===== config.mk =====
export PLATFORM = sky130hd
export DESIGN_NAME = encoder_event_ctrl_flat
export DESIGN_NICKNAME = d
export VERILOG_FILES = /design/src/rtl/encoder_event_ctrl_if.sv /design/src/rtl/encoder_event_ctrl.sv /design/src/flat_wrapper.sv
export SDC_FILE = /design/constraint.sdc
export NUM_CORES = 1
export LEC_CHECK = 0
export CORE_MARGIN = 10
export CORE_UTILIZATION = 54
export DETAILED_ROUTE_END_ITERATION = 7
export PLACE_DENSITY = 0.87
export SYNTH_ARGS = -nofsm -noshare
export SYNTH_HDL_FRONTEND = slang
export SYNTH_SLANG_ARGS = --single-unit

===== constraint.sdc =====
create_clock -name clk -period 2.3 [get_ports clk]
set_input_delay 0.345 -clock clk [delete_from_list [all_inputs] [get_ports clk]]
set_output_delay 0.345 -clock clk [all_outputs]
set_load 0.05 [all_outputs]

===== src/rtl/encoder_event_ctrl_if.sv =====
// Event-stream handshake between the encoder controller and the CPU side.
// The controller presents the FIFO head; the consumer answers with ready.
interface encoder_event_ctrl_if;
    logic       ev_valid;
    logic       ev_ready;
    logic [2:0] ev_code;
    logic [2:0] ev_count;

    modport master (output ev_valid, output ev_code, output ev_count, input  ev_ready);
    modport slave  (input  ev_valid, input  ev_code, input  ev_count, output ev_ready);
endinterface


===== src/rtl/encoder_event_ctrl.sv =====
// Turns encoder detents into a saturating, accelerated position and queues
// rotation / short-press / long-press events in a 4-deep FWFT FIFO.
module encoder_event_ctrl #(
    parameter int unsigned POS_WIDTH   = 8,
    parameter int unsigned POS_MIN     = 0,
    parameter int unsigned POS_MAX     = 255,
    parameter int unsigned FAST_STEP   = 4,
    parameter int unsigned FAST_WINDOW = 2500000,
    parameter int unsigned LONG_PRESS  = 50000000
) (
    input  logic                 clk,
    input  logic                 reset,
    input  logic                 enc_state_change_stb,
    input  logic                 clockwise,
    input  logic                 click,
    input  logic                 switch,
    input  logic                 pos_load,
    input  logic [POS_WIDTH-1:0] pos_load_value,
    input  logic                 ovf_clear,
    output logic [POS_WIDTH-1:0] position,
    output logic                 overflow,
    output logic                 pressed_long,
    encoder_event_ctrl_if.master ev
);

    localparam int unsigned EXT_W  = POS_WIDTH + 1;
    localparam int unsigned WIN_W  = $clog2(FAST_WINDOW + 1);
    localparam int unsigned LP_W   = $clog2(LONG_PRESS + 1);
    localparam int unsigned DEPTH  = 4;
    localparam int unsigned PTR_W  = 2;
    localparam int unsigned CNT_W  = 3;
    localparam int unsigned CODE_W = 3;

    localparam logic [CODE_W-1:0]    EV_CW    = CODE_W'(1);
    localparam logic [CODE_W-1:0]    EV_CCW   = CODE_W'(2);
    localparam logic [CODE_W-1:0]    EV_SHORT = CODE_W'(3);
    localparam logic [CODE_W-1:0]    EV_LONG  = CODE_W'(4);
    localparam logic [EXT_W-1:0]     MIN_X    = EXT_W'(POS_MIN);
    localparam logic [EXT_W-1:0]     MAX_X    = EXT_W'(POS_MAX);
    localparam logic [EXT_W-1:0]     ONE_X    = EXT_W'(1);
    localparam logic [EXT_W-1:0]     FAST_X   = EXT_W'(FAST_STEP);
    localparam logic [POS_WIDTH-1:0] MIN_P    = POS_WIDTH'(POS_MIN);
    localparam logic [POS_WIDTH-1:0] MAX_P    = POS_WIDTH'(POS_MAX);
    localparam logic [WIN_W-1:0]     WIN_SAT  = WIN_W'(FAST_WINDOW);
    localparam logic [LP_W-1:0]      LP_LAST  = LP_W'(LONG_PRESS - 1);

    typedef enum logic [1:0] {IDLE, PRESSED, LONG_HELD} press_state_t;

    press_state_t        state_q, state_n;
    logic [LP_W-1:0]     press_cnt_q, press_cnt_n;
    logic                arm_q, arm_n;
    logic                prs_vld_q, prs_vld_n;
    logic [CODE_W-1:0]   prs_code_q, prs_code_n;
    logic                click_d;
    logic [WIN_W-1:0]    win_cnt_q, win_cnt_n;
    logic                last_dir_q, last_dir_n;
    logic                rot_vld_q, rot_vld_n;
    logic                rot_dir_q, rot_dir_n;
    logic                rot_fast_q, rot_fast_n;
    logic                pend_vld_q, pend_vld_n;
    logic [CODE_W-1:0]   pend_code_q, pend_code_n;
    logic [CODE_W-1:0]   mem_q [DEPTH];
    logic [CODE_W-1:0]   mem_n [DEPTH];
    logic [PTR_W-1:0]    rd_ptr_q, rd_ptr_n, wr_ptr_q, wr_ptr_n;
    logic [CNT_W-1:0]    count_q, count_n;
    logic                ev_valid_q, ev_valid_n;
    logic [CODE_W-1:0]   ev_code_q, ev_code_n;
    logic [POS_WIDTH-1:0] position_q, position_n;
    logic                overflow_q, overflow_n;
    logic                pressed_long_q, pressed_long_n;

    logic                detent;
    logic [EXT_W-1:0]    step, pos_ext, load_ext, sum;
    logic                push, displaced, pop, full, push_ok, drop;
    logic [CODE_W-1:0]   push_code;

    assign position     = position_q;
    assign overflow     = overflow_q;
    assign pressed_long = pressed_long_q;
    assign ev.ev_valid  = ev_valid_q;
    assign ev.ev_code   = ev_code_q;
    assign ev.ev_count  = count_q;

    // State register: every flop of the block lives here.
    always_ff @(posedge clk or negedge reset) begin
        if (!reset) begin
            state_q        <= IDLE;
            press_cnt_q    <= '0;
            arm_q          <= 1'b0;
            prs_vld_q      <= 1'b0;
            prs_code_q     <= '0;
            click_d        <= 1'b0;
            win_cnt_q      <= WIN_SAT;
            last_dir_q     <= 1'b0;
            rot_vld_q      <= 1'b0;
            rot_dir_q      <= 1'b0;
            rot_fast_q     <= 1'b0;
            pend_vld_q     <= 1'b0;
            pend_code_q    <= '0;
            for (int i = 0; i < int'(DEPTH); i++) mem_q[i] <= '0;
            rd_ptr_q       <= '0;
            wr_ptr_q       <= '0;
            count_q        <= '0;
            ev_valid_q     <= 1'b0;
            ev_code_q      <= '0;
            position_q     <= MIN_P;
            overflow_q     <= 1'b0;
            pressed_long_q <= 1'b0;
        end else begin
            state_q        <= state_n;
            press_cnt_q    <= press_cnt_n;
            arm_q          <= arm_n;
            prs_vld_q      <= prs_vld_n;
            prs_code_q     <= prs_code_n;
            click_d        <= click;
            win_cnt_q      <= win_cnt_n;
            last_dir_q     <= last_dir_n;
            rot_vld_q      <= rot_vld_n;
            rot_dir_q      <= rot_dir_n;
            rot_fast_q     <= rot_fast_n;
            pend_vld_q     <= pend_vld_n;
            pend_code_q    <= pend_code_n;
            mem_q          <= mem_n;
            rd_ptr_q       <= rd_ptr_n;
            wr_ptr_q       <= wr_ptr_n;
            count_q        <= count_n;
            ev_valid_q     <= ev_valid_n;
            ev_code_q      <= ev_code_n;
            position_q     <= position_n;
            overflow_q     <= overflow_n;
            pressed_long_q <= pressed_long_n;
        end
    end

    // Next-state logic: detent/acceleration, press FSM, position, event arbitration, FIFO.
    always_comb begin
        state_n     = state_q;
        press_cnt_n = press_cnt_q;
        arm_n       = arm_q | ~switch;
        prs_vld_n   = 1'b0;
        prs_code_n  = prs_code_q;
        win_cnt_n   = (win_cnt_q == WIN_SAT) ? win_cnt_q : win_cnt_q + WIN_W'(1);
        last_dir_n  = last_dir_q;
        detent      = enc_state_change_stb & click & ~click_d;
        rot_vld_n   = detent;
        rot_dir_n   = clockwise;
        rot_fast_n  = (win_cnt_q < WIN_SAT) && (clockwise == last_dir_q);
        step        = rot_fast_q ? FAST_X : ONE_X;
        pos_ext     = EXT_W'(position_q);
        load_ext    = EXT_W'(pos_load_value);
        sum         = pos_ext + step;
        position_n  = position_q;
        push        = 1'b0;
        push_code   = '0;
        displaced   = 1'b0;
        pend_vld_n  = 1'b0;
        pend_code_n = pend_code_q;
        pop         = ev_valid_q & ev.ev_ready;
        full        = (count_q == CNT_W'(DEPTH));
        mem_n       = mem_q;

        if (detent) begin
            win_cnt_n  = '0;
            last_dir_n = clockwise;
        end

        // A press held through reset must be released once before it can count.
        unique case (state_q)
            IDLE: begin
                if (switch && arm_q) begin
                    state_n     = PRESSED;
                    press_cnt_n = '0;
                end
            end
            PRESSED: begin
                if (!switch) begin
                    state_n    = IDLE;
                    prs_vld_n  = 1'b1;
                    prs_code_n = EV_SHORT;
                end else if (press_cnt_q == LP_LAST) begin
                    state_n    = LONG_HELD;
                    prs_vld_n  = 1'b1;
                    prs_code_n = EV_LONG;
                end else begin
                    press_cnt_n = press_cnt_q + LP_W'(1);
                end
            end
            LONG_HELD: begin
                if (!switch) state_n = IDLE;
            end
            default: state_n = IDLE;
        endcase

        if (pos_load) begin
            if (load_ext + ONE_X < MIN_X + ONE_X) position_n = MIN_P;
            else if (load_ext > MAX_X)            position_n = MAX_P;
            else                                  position_n = pos_load_value;
        end else if (rot_vld_q) begin
            if (rot_dir_q) position_n = (sum > MAX_X) ? MAX_P : POS_WIDTH'(sum);
            else           position_n = (pos_ext < MIN_X + step) ? MIN_P : POS_WIDTH'(pos_ext - step);
        end

        // One push per cycle: pending press first, then rotation, then press.
        if (pend_vld_q) begin
            push      = 1'b1;
            push_code = pend_code_q;
            displaced = rot_vld_q | prs_vld_q;
        end else if (rot_vld_q) begin
            push      = 1'b1;
            push_code = rot_dir_q ? EV_CW : EV_CCW;
            if (prs_vld_q) begin
                pend_vld_n  = 1'b1;
                pend_code_n = prs_code_q;
            end
        end else if (prs_vld_q) begin
            push      = 1'b1;
            push_code = prs_code_q;
        end

        push_ok = push & (~full | pop);
        drop    = push & full & ~pop;
        if (push_ok) mem_n[wr_ptr_q] = push_code;
        wr_ptr_n = wr_ptr_q + PTR_W'(push_ok);
        rd_ptr_n = rd_ptr_q + PTR_W'(pop);
        count_n  = count_q + CNT_W'(push_ok) - CNT_W'(pop);

        ev_valid_n     = (count_n != '0);
        ev_code_n      = ev_valid_n ? mem_n[rd_ptr_n] : '0;
        overflow_n     = (drop | displaced) ? 1'b1 : (ovf_clear ? 1'b0 : overflow_q);
        pressed_long_n = (state_n == LONG_HELD);
    end

endmodule


===== src/flat_wrapper.sv =====
// flat-port wrapper written by rule: the top's interface ports become plain ports
module encoder_event_ctrl_flat 
#(
    parameter int unsigned POS_WIDTH   = 8,
    parameter int unsigned POS_MIN     = 0,
    parameter int unsigned POS_MAX     = 255,
    parameter int unsigned FAST_STEP   = 4,
    parameter int unsigned FAST_WINDOW = 2500000,
    parameter int unsigned LONG_PRESS  = 50000000
)
  (clk, reset, enc_state_change_stb, clockwise, click, switch, pos_load, pos_load_value, ovf_clear, position, overflow, pressed_long, ev_ev_valid, ev_ev_code, ev_ev_count, ev_ev_ready);
  encoder_event_ctrl_if ev_i ();
  input  logic clk;
  input  logic reset;
  input  logic enc_state_change_stb;
  input  logic clockwise;
  input  logic click;
  input  logic switch;
  input  logic pos_load;
  input  logic [POS_WIDTH-1:0] pos_load_value;
  input  logic ovf_clear;
  output logic [POS_WIDTH-1:0] position;
  output logic overflow;
  output logic pressed_long;
  output wire logic [$bits(ev_i.ev_valid)-1:0] ev_ev_valid;
  output wire logic [$bits(ev_i.ev_code)-1:0] ev_ev_code;
  output wire logic [$bits(ev_i.ev_count)-1:0] ev_ev_count;
  input wire logic [$bits(ev_i.ev_ready)-1:0] ev_ev_ready;
  assign ev_ev_valid = ev_i.ev_valid;
  assign ev_ev_code = ev_i.ev_code;
  assign ev_ev_count = ev_i.ev_count;
  assign ev_i.ev_ready = ev_ev_ready;
  encoder_event_ctrl #(.POS_WIDTH(POS_WIDTH), .POS_MIN(POS_MIN), .POS_MAX(POS_MAX), .FAST_STEP(FAST_STEP), .FAST_WINDOW(FAST_WINDOW), .LONG_PRESS(LONG_PRESS)) u_core (.clk(clk), .reset(reset), .enc_state_change_stb(enc_state_change_stb), .clockwise(clockwise), .click(click), .switch(switch), .pos_load(pos_load), .pos_load_value(pos_load_value), .ovf_clear(ovf_clear), .position(position), .overflow(overflow), .pressed_long(pressed_long), .ev(ev_i));
endmodule

==> impl_metrics.env, run 1 <==
export IMPL_clock_tree_buffer_depth=2
export IMPL_placeableCoreArea_um2=9730
export IMPL_synth_top_cell_by_area="dfrtp_1"
export IMPL_failed_checks="setup timing"
export IMPL_insertedDiodeCount=0
export IMPL_final_min_clock_period_ns=2.33
export IMPL_floorplan_initialDensity_pct=55.0
export IMPL_worstPathArrival_ns=2.62
export IMPL_worst_setup_path_type="reg -> reg"
export IMPL_timing_critical_path_to_type="flip-flop"
export IMPL_timing_critical_path_fanout_max=4
export IMPL_post_synth_inst_count=570
export IMPL_setup_reg_to_reg_worst_slack_ns=-0.03
export IMPL_antenna_found_initial=0
export IMPL_drcViolationCount=0
export IMPL_grt_usage_pct=17.0
export IMPL_timing_hold_ws_ns=0.428
export IMPL_synth_most_common_cell="dfrtp_1"
export IMPL_final_max_slew_viol_count=0
export IMPL_synth_edf_count=0
export IMPL_ant_nets=0
export IMPL_reg2regPathDepth=11
export IMPL_synth_warning_count=0
export IMPL_maximum_vdd_drop_v=0.000769
export IMPL_worst_slew_slack_as_a_fraction_of_its_limit_pct=61.7
export IMPL_synth_compound_gate_area_share_pct=17.4
export IMPL_mappedNetlistArea_um2=5350
export IMPL_class_of_the_tightest_hold_or_removal_check="in -> reg"
export IMPL_detail_route_wl_per_cell_um=16.1
export IMPL_cp_endpoint="u_core.ev.ev_code[0]"
export IMPL_critical_path_buf_inv_count=3
export IMPL_place_congestion=0.868
export IMPL_die_width_um=120
export IMPL_cellPowerDensity_nw_per_um2=910
export IMPL_fmax_ghz=0.430
export IMPL_fill_cells=753
export IMPL_worst_setup_sp="u_core.ev.ev_valid"
export IMPL_route_vias_total=4611
export IMPL_syn_nets=602
export IMPL_final_cell_count_no_fill=761
export IMPL_post_route_cells_drive_above_1_share_pct=15.6
export IMPL_io_buffer_count=33
export IMPL_maximum_number_of_pins_on_one_net_before_global_route_repair=45
export IMPL_hold_depth=1
export IMPL_critical_path_cell_count=11
export IMPL_final_net_count=655
export IMPL_synth_mux_area_fraction_pct=1.64
export IMPL_synth_lib_cells_used_distinct=68
export IMPL_layout_area_overhead_vs_synth_pct=17.8
export IMPL_rsz0062_at_grt="yes"
export IMPL_final_min_period_over_clock_period_pct=101
export IMPL_multiInputGateArea_um2=2820
export IMPL_wl_um=12300
export IMPL_cts_inserted_buffers=9
export IMPL_placement_setup_worst_slack_ns=-0.496
export IMPL_synth_area_top_cells="dfrtp_1 (41%), dfstp_2 (3.9%), xor2_1 (3.8%)"
export IMPL_ys_dominant_reg_cell="dfrtp_1"
export IMPL_cp_required_ns=2.59
export IMPL_worstReg2RegEnd="u_core.ev.ev_code[0]"
export IMPL_r2r_startpoint="u_core.ev.ev_valid"
export IMPL_design_die_area_um2=14300
export IMPL_first_pass_grt_wire_length_um=20700
export IMPL_clock_insertion_delay_worst_skew_ns=0.39
export IMPL_status="finished, violations left"
export IMPL_post_place_cells=742
export IMPL_max_cap_viols=0
export IMPL_ys_seq_elements=95
export IMPL_p_leak_nw=2.66
export IMPL_drt_first_pass_iters=5
export IMPL_share_of_synthesized_cell_area_in_full_adder_half_adder_and_majority_cells_pct=3.65
export IMPL_number_of_global_route_vias_before_repair=4530
export IMPL_boundary_pins=34
export IMPL_critPathSlowestCell="dfrtp_2"
export IMPL_tritoncts="built"
export IMPL_synth_top_family_by_area="simple AND/OR/NAND/NOR gates"
export IMPL_syn_mean_instance_area_um2=9.38
export IMPL_overflow_left_after_global_routing=0
export IMPL_regArea_um2=2390
export IMPL_cp_top_family="adder cells"
export IMPL_clkTransAtPathRegs_ns=0.11
export IMPL_clock_tree_htree_level_count=3
export IMPL_clock_sinks=95
export IMPL_path_cells="and2_4, ha_4, inv_2, ha_4, inv_2, fa_2, xnor2_4, xnor2_2, nor3_2, inv_1, a32o_1"
export IMPL_hold_viol_final=0
export IMPL_hpwlAfterDp_um=8870
export IMPL_synth_xor_area_share_pct=5.40
export IMPL_synth_top_area_share_pct=40.7
export IMPL_dr_first_iter_drc_count=547
export IMPL_total_power_mw=5.73
export IMPL_synth_async_sr_flop_share_pct=100
export IMPL_placementRows=36
export IMPL_viasPerCell=6.06
export IMPL_synth_cells_most_frequent="dfrtp_1 (87), nor2_1 (48), nand2_1 (47)"
export IMPL_finalSetupViolCount=1
export IMPL_worst_slew_pin_slew_ns=0.575
export IMPL_critical_path_startpoint_type="flip-flop"
export IMPL_yosysSeqAreaShare_pct=44.6
export IMPL_clock_skew_final_ns=0.0153
export IMPL_clockRootBuffer="clkbuf_8"
export IMPL_die_y_um=120
export IMPL_finalWorstSetupSlack_ns=-0.0257
export IMPL_post_synth_and_or_nand_nor_area_fraction_pct=23.0
export IMPL_cpPeakStageDelay_ns=0.44
-- area by class of cell --
cell class,instances,share of cell area [%]
Clock buffer,9,1.97
Clock inverter,7,1.39
Inverter,30,1.79
Multi-Input combinational cell,420,44.7
Sequential cell,95,38.0
Tap cell,133,2.64
Timing Repair Buffer,67,9.53
-- cell families after synthesis --
group | after synthesis
simple gates | 228
xor+xnor | 33
compound gates | 136
mux | 8
buf+inv | 55
flops | 95
fa+ha+maj | 15
-- sequential cells by signal (all words and copies together) (netlist names), 3 cells and up --
| register | flops |
|---|---|
| u_core.win_cnt_q | 22 |
| u_core.ev.ev_code | 3 |
| u_core.mem_q | 12 |
| u_core.ev.ev_count | 3 |
| u_core.press_cnt_q | 26 |
| u_core.position | 8 |
-- where the power goes --
| part | internal, mW | switching, mW | total (mW) |
|---|---|---|---|
| clock | 0.527 | 0.665 | 1.19 |
| combinational | 1.03 | 1.33 | 2.37 |
| sequential | 1.94 | 0.235 | 2.18 |
| total | 3.50 | 2.23 | 5.73 |
-- layer usage --
| layer | global-route usage, % | up-vias | wire (µm) |
|---|---|---|---|
| met4 | 8.07 | 0 | 310 |
| met1 | 19.9 | 2245 | 5130 |
| met2 | 29.2 | 142 | 6310 |
| li1 | - | 2194 | - |
| met5 | 0 | - | 0 |
| met3 | 3.66 | 30 | 523 |
-- repair_timing --
action                                 CTS  global route
pin swaps                                4             3
gates resized for setup                  2             6
setup buffers                            1             1
hold buffers                             1             0
setup endpoints to repair                3             5
endpoints found under the hold margin   34             0
-- how the worst min path moves through the flow --
stage,start,endpoint,slack (ns)
CTS,click,u_core.click_d,0.43
detailed placement,reset,u_core.mem_q[7],0.37
global placement,reset,u_core.mem_q[7],0.36
global route,click,u_core.click_d,0.45
floorplan,reset,u_core.arm_q,0.05
finish,click,u_core.click_d,0.43
-- stage by stage --
stage | TNS [ns] | cell area (µm²) | util [%]
global placement | -1.32 | 6020 | 61.9
floorplan | -0.111 | 5400 | -
CTS | -0.0426 | 6260 | 64.3
global route | -0.153 | 6300 | 64.8
detailed placement | -1.72 | 6020 | 61.9
finish | -0.0257 | 6300 | 64.8
-- worst reg2reg max path, delay by kind of cell (launching register included) --
| family | cells | cell delay (ns) |
|---|---|---|
| xor gates and xnor gates | 2 | 0.30 |
| adders and majority gates | 3 | 0.70 |
| buffers and inverters | 3 | 0.18 |
| and+or+nand+nor | 2 | 0.39 |
| DFF | 1 | 0.44 |
| AOI/OAI and AO/OA | 1 | 0.22 |
-- cell usage in the layout, fill, tap and decap left out, types with 8 or more instances in the layout --
master,n
nand2_1,47
nand4_1,14
and3_1,11
buf_4,32
dfstp_2,8
dfrtp_1,83
a21oi_1,30
or3_1,11
clkdlybuf4s50_1,31
inv_1,27
xor2_1,23
o31ai_1,13
nor3_1,11
clkbuf_8,9
o21ai_0,21
o211ai_1,11
nor2_1,48
nand3_1,28
ha_1,11
Power figures use the tool's default switching activity.
==> inputs of run 2 (changes only) <==
--- a/config.mk
+++ b/config.mk
@@ -5,7 +5,7 @@
 export SDC_FILE = /design/constraint.sdc
 export NUM_CORES = 1
 export LEC_CHECK = 0
-export CORE_MARGIN = 10
+export ABC_CLOCK_PERIOD_IN_PS = 2300
 export CORE_UTILIZATION = 54
 export DETAILED_ROUTE_END_ITERATION = 7
 export PLACE_DENSITY = 0.87
==> run 2 against run 1 <==
  * Clock skew rose by 0.00081 ns
  * Count of clock-buffer cells in the layout increased by 2
  * First-iteration DRC count decreased by 53%
  * Clock power shrank 15%
  * Global-route usage increased by 7.5 points
  * The flow finishes with violations (hold timing, setup timing)
  * Final cell count down 1.1%
==> impl_metrics.env, run 2 (synthesis results as in run 1) <==
export IMPL_status="finished, violations left"
export IMPL_failed_checks="hold timing, setup timing"
export IMPL_clkTransAtPathRegs_ns=0.10
export IMPL_insertedDiodeCount=0
export IMPL_fmax_ghz=0.428
export IMPL_placement_setup_worst_slack_ns=-0.553
export IMPL_clock_sinks=95
export IMPL_viasPerCell=6.13
export IMPL_critical_path_startpoint_type="flip-flop"
export IMPL_placementRows=35
export IMPL_finalSetupViolCount=1
export IMPL_clock_skew_final_ns=0.0161
export IMPL_clock_tree_buffer_depth=2
export IMPL_clock_insertion_delay_worst_skew_ns=0.36
export IMPL_clockRootBuffer="clkbuf_8"
export IMPL_cp_required_ns=2.61
export IMPL_detail_route_wl_per_cell_um=15.7
export IMPL_placeableCoreArea_um2=9420
export IMPL_reg_largest_list="u_core.press_cnt_q (26), u_core.win_cnt_q (22), u_core.mem_q (12)"
export IMPL_largest_reg_flops=26
export IMPL_die_width_um=102
export IMPL_die_y_um=102
export IMPL_first_pass_grt_wire_length_um=20100
export IMPL_ant_nets=0
export IMPL_tritoncts="built"
export IMPL_timing_critical_path_to_type="flip-flop"
export IMPL_worst_slew_slack_as_a_fraction_of_its_limit_pct=61.0
export IMPL_wl_um=11800
export IMPL_finalWorstSetupSlack_ns=-0.0387
export IMPL_final_min_period_over_clock_period_pct=102
export IMPL_max_flop_register="u_core.press_cnt_q"
export IMPL_cellPowerDensity_nw_per_um2=874
export IMPL_max_cap_viols=0
export IMPL_design_die_area_um2=10300
export IMPL_worst_slew_pin_slew_ns=0.586
export IMPL_p_leak_nw=2.61
export IMPL_grt_usage_pct=24.5
export IMPL_floorplan_initialDensity_pct=56.8
export IMPL_final_net_count=651
export IMPL_final_max_slew_viol_count=0
export IMPL_cts_hold_repair_buffers=0
export IMPL_fill_cells=697
export IMPL_cts_inserted_buffers=9
export IMPL_layout_common_cells="dfrtp_1 (83), nor2_1 (48), nand2_1 (47)"
export IMPL_drcViolationCount=0
export IMPL_maximum_number_of_pins_on_one_net_before_global_route_repair=96
export IMPL_postLayoutCellArea_um2=6210
export IMPL_timing_critical_path_fanout_max=3
export IMPL_placed_cell_area_um2=6000
export IMPL_clock_tree_htree_level_count=3
export IMPL_rsz0062_at_grt="yes"
export IMPL_worstPathArrival_ns=2.64
export IMPL_post_route_cells_drive_above_1_share_pct=14.7
export IMPL_worst_setup_path_type="reg -> reg"
export IMPL_final_min_clock_period_ns=2.34
export IMPL_hpwlAfterDp_um=8120
export IMPL_drt_first_pass_iters=5
export IMPL_class_of_the_tightest_hold_or_removal_check="in -> async"
export IMPL_maximum_vdd_drop_v=0.000522
export IMPL_timing_hold_ws_ns=-0.0142
export IMPL_io_buffer_count=33
export IMPL_number_of_global_route_vias_before_repair=4389
export IMPL_boundary_pins=34
export IMPL_place_congestion=0.922
export IMPL_hold_viol_final=6
export IMPL_route_vias_total=4616
export IMPL_layout_area_overhead_vs_synth_pct=16.1
export IMPL_overflow_left_after_global_routing=0
export IMPL_dr_first_iter_drc_count=256
export IMPL_mostFrequentLayoutCell="dfrtp_1"
export IMPL_antenna_found_initial=0
run 2: final timing paths:
kind,startpoint,to,slack [ns],depth (start not counted)
max in group asynchronous,reset,u_core.win_cnt_q[18],1.87,2
hold / removal,reset,u_core.position[5],-0.01,2
min in group clk,click,u_core.click_d,0.45,1
setup / recovery,u_core.ev.ev_valid,u_core.ev.ev_code[0],-0.04,11
hold reg to reg,u_core.mem_q[1],u_core.mem_q[1],0.50,2
setup reg to reg,u_core.ev.ev_valid,u_core.ev.ev_code[0],-0.04,11
run 2: repair_timing:
item / in CTS / in global routing
pin swaps: 4 / 2
gates resized for setup: 3 / 2
endpoints found under the setup margin: 3 / 4
endpoints found under the hold margin: 0 / 0
buffers inserted: 1 / 0
run 2: final cells by class:
type	instances	area (µm²)	share of cell area [%]
Sequential cell	95	2390	38.5
Multi-Input combinational cell	420	2800	45.1
Clock buffer	11	131	2.12
Clock inverter	5	43.8	0.706
Timing Repair Buffer	63	564	9.09
Tap cell	129	161	2.60
Inverter	30	113	1.81
run 2: power by group:
group | switching, mW | internal [mW]
clock | 0.600 | 0.408
sequential | 0.212 | 1.94
combinational | 1.31 | 0.953
run 2: worst max-delay path: stages (launching register included):
cell	delay, ns
dfrtp_2	0.44
and2_4	0.15
ha_4	0.21
inv_2	0.06
ha_4	0.12
inv_2	0.03
fa_2	0.35
xnor2_2	0.19
xnor2_2	0.15
nor3_2	0.08
a311oi_1	0.32
a32o_1	0.18
run 2: layer usage:
| layer | global-route usage [%] | routed length (µm) | vias up |
|---|---|---|---|
| met5 | 0 | 0 | - |
| met4 | 7.13 | 153 | 0 |
| met3 | 4.83 | 493 | 16 |
| met2 | 43.3 | 6210 | 137 |
| met1 | 30.3 | 4940 | 2277 |
| li1 | - | - | 2186 |
run 2: through the flow:
stage               total power [mW]  TNS (ns)  utilization (%)  hold slack, ns  std cells
floorplan                       3.65    -0.111                -          0.0494        570
global placement                4.24     -1.34             63.8           0.431        736
detailed placement              4.35     -1.91             63.8           0.432        736
CTS                             5.42   -0.0353             65.8          0.0295        753
global route                    5.75    -0.122             65.9          0.0461        753
finish                          5.42   -0.0387             65.9         -0.0142        753
==> inputs of run 3 (changes only) <==
--- a/config.mk
+++ b/config.mk
@@ -6,9 +6,10 @@
 export NUM_CORES = 1
 export LEC_CHECK = 0
 export ABC_CLOCK_PERIOD_IN_PS = 2300
-export CORE_UTILIZATION = 54
+export CORE_UTILIZATION = 52
 export DETAILED_ROUTE_END_ITERATION = 7
-export PLACE_DENSITY = 0.87
+export PLACE_DENSITY = 0.84
+export SKIP_LAST_GASP = 1
 export SYNTH_ARGS = -nofsm -noshare
 export SYNTH_HDL_FRONTEND = slang
 export SYNTH_SLANG_ARGS = --single-unit
==> run 3 against run 2 <==
  * The flow now finishes without violations
  * Die area grew 3.8%
  * Non-clock buffer count grew 2
  * Count of clock-buffer cells in the layout shrank 2
  * Largest power group is now registers
  * Clock power grew 7%
  * Register-to-register slack gained 0.04 ns
==> impl_metrics.env, run 3 (synthesis results as in run 1) <==
export IMPL_timing_critical_path_fanout_max=4
export IMPL_place_congestion=0.973
export IMPL_clkTransAtPathRegs_ns=0.11
export IMPL_post_route_cells_drive_above_1_share_pct=14.7
export IMPL_power_internal_mw=3.28
export IMPL_worstPathArrival_ns=2.56
export IMPL_number_of_global_route_vias_before_repair=4341
export IMPL_overflow_left_after_global_routing=0
export IMPL_regArea_um2=2390
export IMPL_antenna_found_initial=0
export IMPL_cellPowerDensity_nw_per_um2=869
export IMPL_hpwlAfterDp_um=8470
export IMPL_boundary_pins=34
export IMPL_post_cts_setup_buffer_count=0
export IMPL_max_flop_register="u_core.press_cnt_q"
export IMPL_layout_common_cells="dfrtp_1 (83), nor2_1 (48), nand2_1 (47)"
export IMPL_layout_area_overhead_vs_synth_pct=16.5
export IMPL_maximum_vdd_drop_v=0.000749
export IMPL_die_y_um=103
export IMPL_path_cells="and2_4, ha_4, inv_2, ha_4, inv_2, fa_2, xnor2_2, xnor2_1, nor3_2, inv_1, a32o_1"
export IMPL_critPathSlowestCell="dfrtp_2"
export IMPL_mostFrequentLayoutCell="dfrtp_1"
export IMPL_power_switching_mw=2.14
export IMPL_reg_largest_list="u_core.press_cnt_q (26), u_core.win_cnt_q (22), u_core.mem_q (12)"
export IMPL_io_buffer_count=33
export IMPL_multiInputGateArea_um2=2790
export IMPL_power_frac_clock_pct=19.9
export IMPL_clockRootBuffer="clkbuf_8"
export IMPL_dr_first_iter_drc_count=240
export IMPL_cp_required_ns=2.56
export IMPL_wl_um=11800
export IMPL_fmax_ghz=0.435
export IMPL_cts_inserted_buffers=9
export IMPL_grt_usage_pct=23.5
export IMPL_clock_sinks=95
export IMPL_design_die_area_um2=10700
export IMPL_maximum_number_of_pins_on_one_net_before_global_route_repair=44
export IMPL_cpPeakStageDelay_ns=0.45
export IMPL_largest_reg_flops=26
export IMPL_timing_hold_ws_ns=0.454
export IMPL_p_leak_nw=2.63
export IMPL_final_net_count=653
export IMPL_viasPerCell=6.05
export IMPL_die_width_um=103
export IMPL_total_power_mw=5.41
export IMPL_drt_first_pass_iters=4
export IMPL_clock_skew_final_ns=0.0131
export IMPL_class_of_the_tightest_hold_or_removal_check="in -> reg"
export IMPL_power_share_switching_pct=39.5
export IMPL_hold_viol_final=0
export IMPL_route_vias_total=4590
export IMPL_worst_slew_pin_slew_ns=0.651
export IMPL_placementRows=36
export IMPL_clock_tree_buffer_depth=2
export IMPL_finalSetupViolCount=0
export IMPL_worst_slew_slack_as_a_fraction_of_its_limit_pct=56.6
export IMPL_final_min_clock_period_ns=2.30
export IMPL_max_cap_viols=0
export IMPL_insertedDiodeCount=0
export IMPL_final_max_slew_viol_count=0
export IMPL_critical_path_startpoint_type="flip-flop"
export IMPL_tritoncts="built"
export IMPL_clock_insertion_delay_worst_skew_ns=0.36
export IMPL_pwr_share_seq_pct=40.6
export IMPL_status="completed"
export IMPL_rsz0062_at_grt="yes"
export IMPL_first_pass_grt_wire_length_um=19900
export IMPL_timing_critical_path_to_type="flip-flop"
export IMPL_clock_tree_htree_level_count=3
export IMPL_fill_cells=762
export IMPL_drcViolationCount=0
export IMPL_final_min_period_over_clock_period_pct=99.9
export IMPL_worst_setup_path_type="reg -> reg"
export IMPL_power_frac_comb_pct=39.5
export IMPL_ant_nets=0
export IMPL_detail_route_wl_per_cell_um=15.5
export IMPL_floorplan_initialDensity_pct=54.2
export IMPL_placeableCoreArea_um2=9860
==> run 3: changes by cell type in the layout (fill, tap and decap cells not counted), sizes merged <==
cell	change
clkinvlp	-2
inv	+4
buf	+1
clkbuf	-2
dlygate4sd3	+1
==> run 3: layer usage <==
layer  vias up  share of wire [%]  track usage, %
met2       125                 50            40.5
met3        32                3.5            3.76
met5         -                  0               0
met1      2239                 44            30.1
met4         0                2.8            8.45
li1       2194                  -               -
==> run 3: area by class of cell <==
type | count | area share (%)
clock inverter | 7 | 1.06
sequential | 95 | 38.4
inverter | 30 | 1.81
tap | 133 | 2.67
clock buffer | 9 | 1.99
multi-input combinational | 420 | 44.7
timing repair buffer | 65 | 9.34
==> run 3: worst max-delay path, delay by kind of cell, from the launching register on <==
kind,cells,cell delay (ns)
xor gates and xnor gates,2,0.29
AOI/OAI and AO/OA,1,0.23
and+or+nand+nor,2,0.38
DFF,1,0.45
buffers and inverters,3,0.17
adders and majority gates,3,0.67
==> run 3: through the flow <==
step	setup WS [ns]	util [%]	std cells	setup TNS, ns	instance area (µm²)
floorplan	-0.111	-	570	-0.111	5400
global placement	-0.409	61.1	742	-1.34	6020
detailed placement	-0.462	61.1	742	-1.51	6020
CTS	-0.0318	63.1	759	-0.0318	6220
global route	-0.145	63.2	759	-0.266	6230
finish	0.00133	63.2	759	0	6230
==> run 3: worst paths after layout <==
path | from | endpoint | slack, ns | cells after the start
max | u_core.ev.ev_valid | u_core.ev.ev_code[0] | 0.001 | 11
min | click | u_core.click_d | 0.45 | 1
max reg2reg | u_core.ev.ev_valid | u_core.ev.ev_code[0] | 0.001 | 11
min reg2reg | u_core.mem_q[2] | u_core.mem_q[2] | 0.51 | 2
max in group asynchronous | reset | u_core.win_cnt_q[10] | 1.17 | 3
min in group asynchronous | reset | u_core.press_cnt_q[6] | 0.50 | 2
==> run 3: power by group through the flow <==
stage | combinational (mW) | clock [mW] | sequential (mW)
after floorplan | 1.25 | 0 | 2.40
after global placement | 2.03 | 0 | 2.21
after detailed placement | 2.11 | 0 | 2.23
after CTS | 2.12 | 1.11 | 2.19
after global routing | 2.34 | 1.17 | 2.24
final | 2.14 | 1.08 | 2.20
==> run 3: timing repair <==
item / CTS / global route
gates cloned: 0 / 0
hold endpoints to repair: 34 / 0
hold buffers: 1 / 0
setup endpoints to repair: 3 / 4
resized for setup: 1 / 1
pin swaps: 3 / 1
